$ cat config.mk
export PLATFORM = sky130hd
export DESIGN_NAME = button_event_flat
export DESIGN_NICKNAME = d
export VERILOG_FILES = /design/src/rtl/button_event_pkg.sv /design/src/rtl/button_event_if.sv /design/src/rtl/button_event_evt_timer.sv /design/src/rtl/button_event.sv /design/src/flat_wrapper.sv
export SDC_FILE = /design/constraint.sdc
export NUM_CORES = 1
export LEC_CHECK = 0
export ABC_AREA = 1
export CORE_MARGIN = 2
export CORE_UTILIZATION = 60
export CTS_BUF_LIST = sky130_fd_sc_hd__clkbuf_4
export DETAILED_ROUTE_END_ITERATION = 10
export GPL_TIMING_DRIVEN = 0
export PLACE_DENSITY_LB_ADDON = 0.05
export SLEW_MARGIN = 30
export SYNTH_ARGS = -nofsm -noshare
export SYNTH_HDL_FRONTEND = slang
export SYNTH_SLANG_ARGS = --single-unit
$ cat constraint.sdc
create_clock -name clk -period 2.5 [get_ports clk]
set_clock_uncertainty 0.1 [all_clocks]
set_input_delay 0.375 -clock clk [delete_from_list [all_inputs] [get_ports clk]]
set_output_delay 0.375 -clock clk [all_outputs]
set_load 0.05 [all_outputs]
$ cat src/rtl/button_event_pkg.sv
// Shared types and default timing constants for the button event decoder.
package button_event_pkg;

    typedef enum logic [1:0] {
        ARM,
        IDLE,
        PRESS,
        LONG
    } btn_state_t;

    localparam int unsigned LONG_CNT_DEF   = 50000;
    localparam int unsigned REPEAT_CNT_DEF = 10000;

    function automatic int unsigned max_u(input int unsigned a, input int unsigned b);
        return (a > b) ? a : b;
    endfunction

endpackage

$ cat src/rtl/button_event_if.sv
// Debounced button level in, event strobes out.
interface button_event_if;

    logic sig_in;
    logic press_pulse;
    logic release_pulse;
    logic short_pulse;
    logic long_pulse;
    logic repeat_pulse;
    logic held;

    // slave: the decoder; master: whoever drives the level and consumes the events
    modport slave (
        input  sig_in,
        output press_pulse, release_pulse, short_pulse, long_pulse, repeat_pulse, held
    );

    modport master (
        output sig_in,
        input  press_pulse, release_pulse, short_pulse, long_pulse, repeat_pulse, held
    );

endinterface

$ cat src/rtl/button_event_evt_timer.sv
// Clearable up-counter with a registered flag that is high while count equals limit.
module evt_timer #(
    parameter int unsigned CNT_W = 8
) (
    input  logic             clk,
    input  logic             rst,
    input  logic             clr,
    input  logic             en,
    input  logic [CNT_W-1:0] limit,
    output logic             hit
);

    logic [CNT_W-1:0] count_q, count_d, count_inc;
    logic             hit_q, hit_d;

    always_comb begin
        count_inc = count_q + CNT_W'(1);
        count_d   = count_q;
        hit_d     = hit_q;
        if (clr) begin
            count_d = '0;
            hit_d   = (limit == '0);
        end else if (en) begin
            count_d = count_inc;
            hit_d   = (count_inc == limit);
        end
    end

    always_ff @(posedge clk) begin
        if (rst) begin
            count_q <= '0;
            hit_q   <= 1'b0;
        end else begin
            count_q <= count_d;
            hit_q   <= hit_d;
        end
    end

    assign hit = hit_q;

endmodule

$ cat src/rtl/button_event.sv
// Turns a debounced button level into press/release/short/long/repeat strobes.
module button_event
    import button_event_pkg::*;
#(
    parameter int unsigned LONG_CNT   = LONG_CNT_DEF,
    parameter int unsigned REPEAT_CNT = REPEAT_CNT_DEF
) (
    input  logic           clk,
    input  logic           rst,
    button_event_if.slave  bus
);

    localparam int unsigned CNT_W = $clog2(max_u(LONG_CNT, REPEAT_CNT) + 1);
    localparam bit          RepeatEn = (REPEAT_CNT != 0);
    // hit is registered, so it must be raised one edge before the threshold edge
    localparam logic [CNT_W-1:0] LongLim = CNT_W'(LONG_CNT - 1);
    localparam logic [CNT_W-1:0] RepLim  = CNT_W'(RepeatEn ? REPEAT_CNT - 1 : 0);

    btn_state_t state_q, state_d;

    logic press_q, press_d;
    logic release_q, release_d;
    logic short_q, short_d;
    logic long_q, long_d;
    logic repeat_q, repeat_d;
    logic held_q, held_d;

    logic             tmr_clr, tmr_en, tmr_hit;
    logic [CNT_W-1:0] tmr_limit;

    evt_timer #(
        .CNT_W (CNT_W)
    ) u_evt_timer (
        .clk   (clk),
        .rst   (rst),
        .clr   (tmr_clr),
        .en    (tmr_en),
        .limit (tmr_limit),
        .hit   (tmr_hit)
    );

    always_comb begin
        state_d   = state_q;
        press_d   = 1'b0;
        release_d = 1'b0;
        short_d   = 1'b0;
        long_d    = 1'b0;
        repeat_d  = 1'b0;
        tmr_clr   = 1'b0;
        tmr_en    = 1'b0;

        unique case (state_q)
            ARM: begin
                tmr_clr = 1'b1;
                if (!bus.sig_in) state_d = IDLE;
            end
            IDLE: begin
                tmr_clr = 1'b1;
                if (bus.sig_in) begin
                    state_d = PRESS;
                    press_d = 1'b1;
                end
            end
            PRESS: begin
                // release wins over a coincident long threshold
                if (!bus.sig_in) begin
                    state_d   = IDLE;
                    release_d = 1'b1;
                    short_d   = 1'b1;
                    tmr_clr   = 1'b1;
                end else if (tmr_hit) begin
                    state_d = LONG;
                    long_d  = 1'b1;
                    tmr_clr = 1'b1;
                end else begin
                    tmr_en = 1'b1;
                end
            end
            LONG: begin
                if (!bus.sig_in) begin
                    state_d   = IDLE;
                    release_d = 1'b1;
                    tmr_clr   = 1'b1;
                end else if (RepeatEn && tmr_hit) begin
                    repeat_d = 1'b1;
                    tmr_clr  = 1'b1;
                end else begin
                    // with repeat disabled the counter parks so it cannot wrap
                    tmr_en = RepeatEn;
                end
            end
        endcase

        held_d    = (state_d == PRESS) || (state_d == LONG);
        tmr_limit = (state_d == LONG) ? RepLim : LongLim;
    end

    always_ff @(posedge clk) begin
        if (rst) begin
            state_q   <= ARM;
            press_q   <= 1'b0;
            release_q <= 1'b0;
            short_q   <= 1'b0;
            long_q    <= 1'b0;
            repeat_q  <= 1'b0;
            held_q    <= 1'b0;
        end else begin
            state_q   <= state_d;
            press_q   <= press_d;
            release_q <= release_d;
            short_q   <= short_d;
            long_q    <= long_d;
            repeat_q  <= repeat_d;
            held_q    <= held_d;
        end
    end

    assign bus.press_pulse   = press_q;
    assign bus.release_pulse = release_q;
    assign bus.short_pulse   = short_q;
    assign bus.long_pulse    = long_q;
    assign bus.repeat_pulse  = repeat_q;
    assign bus.held          = held_q;

endmodule

$ cat src/flat_wrapper.sv
// flat-port wrapper written by rule: the top's interface ports become plain ports
module button_event_flat import button_event_pkg::*;
#(
    parameter int unsigned LONG_CNT   = LONG_CNT_DEF,
    parameter int unsigned REPEAT_CNT = REPEAT_CNT_DEF
)
  (clk, rst, bus_sig_in, bus_press_pulse, bus_release_pulse, bus_short_pulse, bus_long_pulse, bus_repeat_pulse, bus_held);
  button_event_if bus_i ();
  input  logic clk;
  input  logic rst;
  input wire logic [$bits(bus_i.sig_in)-1:0] bus_sig_in;
  output wire logic [$bits(bus_i.press_pulse)-1:0] bus_press_pulse;
  output wire logic [$bits(bus_i.release_pulse)-1:0] bus_release_pulse;
  output wire logic [$bits(bus_i.short_pulse)-1:0] bus_short_pulse;
  output wire logic [$bits(bus_i.long_pulse)-1:0] bus_long_pulse;
  output wire logic [$bits(bus_i.repeat_pulse)-1:0] bus_repeat_pulse;
  output wire logic [$bits(bus_i.held)-1:0] bus_held;
  assign bus_i.sig_in = bus_sig_in;
  assign bus_press_pulse = bus_i.press_pulse;
  assign bus_release_pulse = bus_i.release_pulse;
  assign bus_short_pulse = bus_i.short_pulse;
  assign bus_long_pulse = bus_i.long_pulse;
  assign bus_repeat_pulse = bus_i.repeat_pulse;
  assign bus_held = bus_i.held;
  button_event #(.LONG_CNT(LONG_CNT), .REPEAT_CNT(REPEAT_CNT)) u_core (.clk(clk), .rst(rst), .bus(bus_i));
endmodule
==> out/qor.csv <==
metric,value,unit
die width,49.7,um
Final Hold Viols,0,
R2R setup slack,0.60,ns
critical path required time,2.03,ns
worst relative slew slack,65.1,%
Hold Path Class,reg2reg,
slew at the pin closest to its max-slew limit,0.521,ns
vias in the first global route,1006,
multiplexer share of the synthesized area,0,%
CORE AREA,1960,um2
Worst IR Drop VDD,494,uV
Initial DRC Count,34,
PortBufs,8,
Die Y,49.7,um
Slew Limit Fails,0,
DRT Wirelength,2510,um
critical path startpoint,u_core.bus.repeat_pulse,
Crit Path Category,reg2out,
sw frac,25.4,%
die area,2470,um2
RSZ-0062 raised after global routing,no,
sequential share of power,61.0,%
worst hold path depth,1,
Cell Int Power,0.505,mW
Post-Syn Area,1250,um2
CTS resizes,0,
Synth-to-Final Area Change,11.5,%
hold_buf cts,0,
Adder-Cell Fraction of Synth Area,5.98,%
Post-route DRC,0,
Seq. cell area,500,um2
clk root buf,clkbuf_4,
later-pin clock latency in the skew report,0.32,ns
outcome,completed,
Post-Synth XOR/XNOR Area,5.58,%
largest net degree at the start of global routing,14,
overall routing resource usage,22.8,%
Routed WL per cell,11.6,um
Synth Area in Simple Gates,37.8,%
PwrDens,484,nW/um2
CP max FO,1,
number of fill cells,186,
minimum clock period after layout,1.95,ns
worst path bufs/invs,1,
cells after synthesis,178,
global-route wire length before repair,4330,um
Hold Path End,u_core.u_evt_timer.count_q[0],
setup bufs post-CTS,0,
Crit. End Element,output pin,
min-delay src,u_core.u_evt_timer.count_q[0],
# rows,16,
compound-gate portion of the synthesized area,2.99,%
largest family of logic cells by synthesized area,simple AND/OR/NAND/NOR gates,
Clock Pin Slew Worst Setup and Hold Paths,0.13,ns
nets,200,
crit-path cells,clkdlybuf4s50_1,
startpoint types,flip-flop,
Reg2Reg Depth,9,
DR vias/cell,5.04,
Post-Route Setup TNS,0,ns
layout cells sized above 1,8.95,%
placed cell area,1370,um2
Worst path slowest cell,clkdlybuf4s50_1,
Clk pwr share,28.0,%
synthesized area per cell,7.05,um2
Yosys reg bits,25,
Post-DP HPWL,2000,um
initial antenna violation count,0,
final setup fails,0,
Leakage,0.497,nW
Longest Clk Path Bufs,2,
Worst EP arrival,1.47,ns
Comb pwr share,11.0,%
Final period util,78.0,%
Final Cell Area,1400,um2
CTS H-tree lvls,1,
area of the multi-input gates,657,um2
r2r endpoint,u_core.u_evt_timer.count_q[11],
P_sw,0.172,mW
"Distinct cells, synth",22,
cts bufs inserted,3,
GRT overflow,0,
Fmax achieved,513,MHz
Antenna Diode Count,0,
Vias,1094,
CP max stage delay,0.81,ns
clk sink count,25,
Ys Warns,0,
DRT Pass-1 Iters,4,
CTS tree,yes,
Worst R2R Start,u_core.state_q[0],
max cap viols,0,
"CP delay by family, top",buffers and inverters,
IO Pins,9,
Util after Layout,71.3,%
post-route antenna net violation count,0,
"Seq/Total Area, Yosys",39.9,%
post-synthesis net count,187,
Initial Utilization,64.0,%
GPL Wtd Cong,0.894,
synthesized netlist by cell type, drive strengths merged:
library cell / instances / area, um2
inv: 24 / 90.1
nand4: 3 / 18.8
nor2: 43 / 189
clkinv: 1 / 3.75
nand3: 14 / 80.1
a21oi: 2 / 10.0
xnor2: 3 / 26.3
xor2: 5 / 43.8
o21ai: 4 / 20.0
nand2: 43 / 166
nor3: 3 / 20.0
clkbuf: 1 / 3.75
dfxtp: 25 / 500
ha: 6 / 75.1
o21bai: 1 / 7.51
registers in the layout, summed over array words and instances, names as in the netlist:
signal / cells
u_core.state_q: 2
u_core.u_evt_timer.hit: 1
u_core.bus.release_pulse: 1
u_core.bus.short_pulse: 1
u_core.bus.long_pulse: 1
u_core.bus.press_pulse: 1
u_core.bus.repeat_pulse: 1
u_core.bus.held: 1
u_core.u_evt_timer.count_q: 16
cells in the final DEF, fill, tap and decap left out:
master           Yosys  layout
a21oi_1              2       2
clkbuf_1             1       1
clkbuf_4             0       4
clkdlybuf4s50_1      0       8
clkinv_1             1       1
dfxtp_1             25      25
ha_1                 6       6
inv_1               23      23
inv_2                1       1
nand2_1             41      41
nand2_2              2       2
nand3_1             12      12
nand3_2              2       2
nand4_1              3       3
nor2_1              36      36
nor2_2               5       5
nor2_4               2       2
nor3_1               2       2
nor3_2               1       1
o21ai_0              3       3
o21ai_1              1       1
o21bai_1             1       1
xnor2_1              3       3
xor2_1               5       5
cell families after synthesis:
family	Yosys count
AOI/OAI and AO/OA	7
xor gates and xnor gates	8
DFF	25
adders and majority gates	6
and+or+nand+nor	106
buffers and inverters	26
power groups by stage:
stage                     sequential (mW)  clock (mW)  combinational, mW
after CTS                           0.413       0.195             0.0745
after global routing                0.415       0.215             0.0847
after global placement              0.421           0             0.0700
after floorplan                     0.432           0             0.0405
after detailed placement            0.422           0             0.0741
final                               0.413       0.190             0.0742
final cells by class:
class                   instances  area share (%)
plain buffers                   1           0.268
multi-input cells             127            47.0
clock buffers                   4            2.15
repair buffers                  8            5.72
flip-flops and latches         25            35.8
inverters                      25            6.71
well taps                      27            2.42
routing by layer:
layer | track usage (%) | share of wire [%] | vias to the layer above
met5 | 0 | 0 | -
met4 | 4.17 | 0.52 | 0
met3 | 5.45 | 2.7 | 2
met2 | 38.2 | 48 | 12
met1 | 30.1 | 49 | 510
li1 | - | - | 570
worst max path at each step:
stage | endpoint | slack, ns | depth (start not counted)
after floorplan | u_core.u_evt_timer.count_q[10] | 0.94 | 9
after global placement | u_core.u_evt_timer.count_q[10] | 0.40 | 7
after detailed placement | u_core.u_evt_timer.count_q[11] | 0.37 | 7
after CTS | bus_repeat_pulse | 0.53 | 1
after global routing | u_core.u_evt_timer.count_q[7] | 0.42 | 9
final | bus_repeat_pulse | 0.55 | 1
stage by stage:
stage | hold WS (ns) | power (mW) | std cells | worst slack (ns)
6_report | 0.399 | 0.677 | 217 | 0.551
5_1_grt | 0.410 | 0.715 | 217 | 0.417
4_1_cts | 0.399 | 0.683 | 217 | 0.533
3_5_place_dp | 0.369 | 0.496 | 213 | 0.373
3_3_place_gp | 0.356 | 0.491 | 213 | 0.398
2_1_floorplan | 0.340 | 0.473 | 178 | 0.944
(Power assumes the default switching activity.)
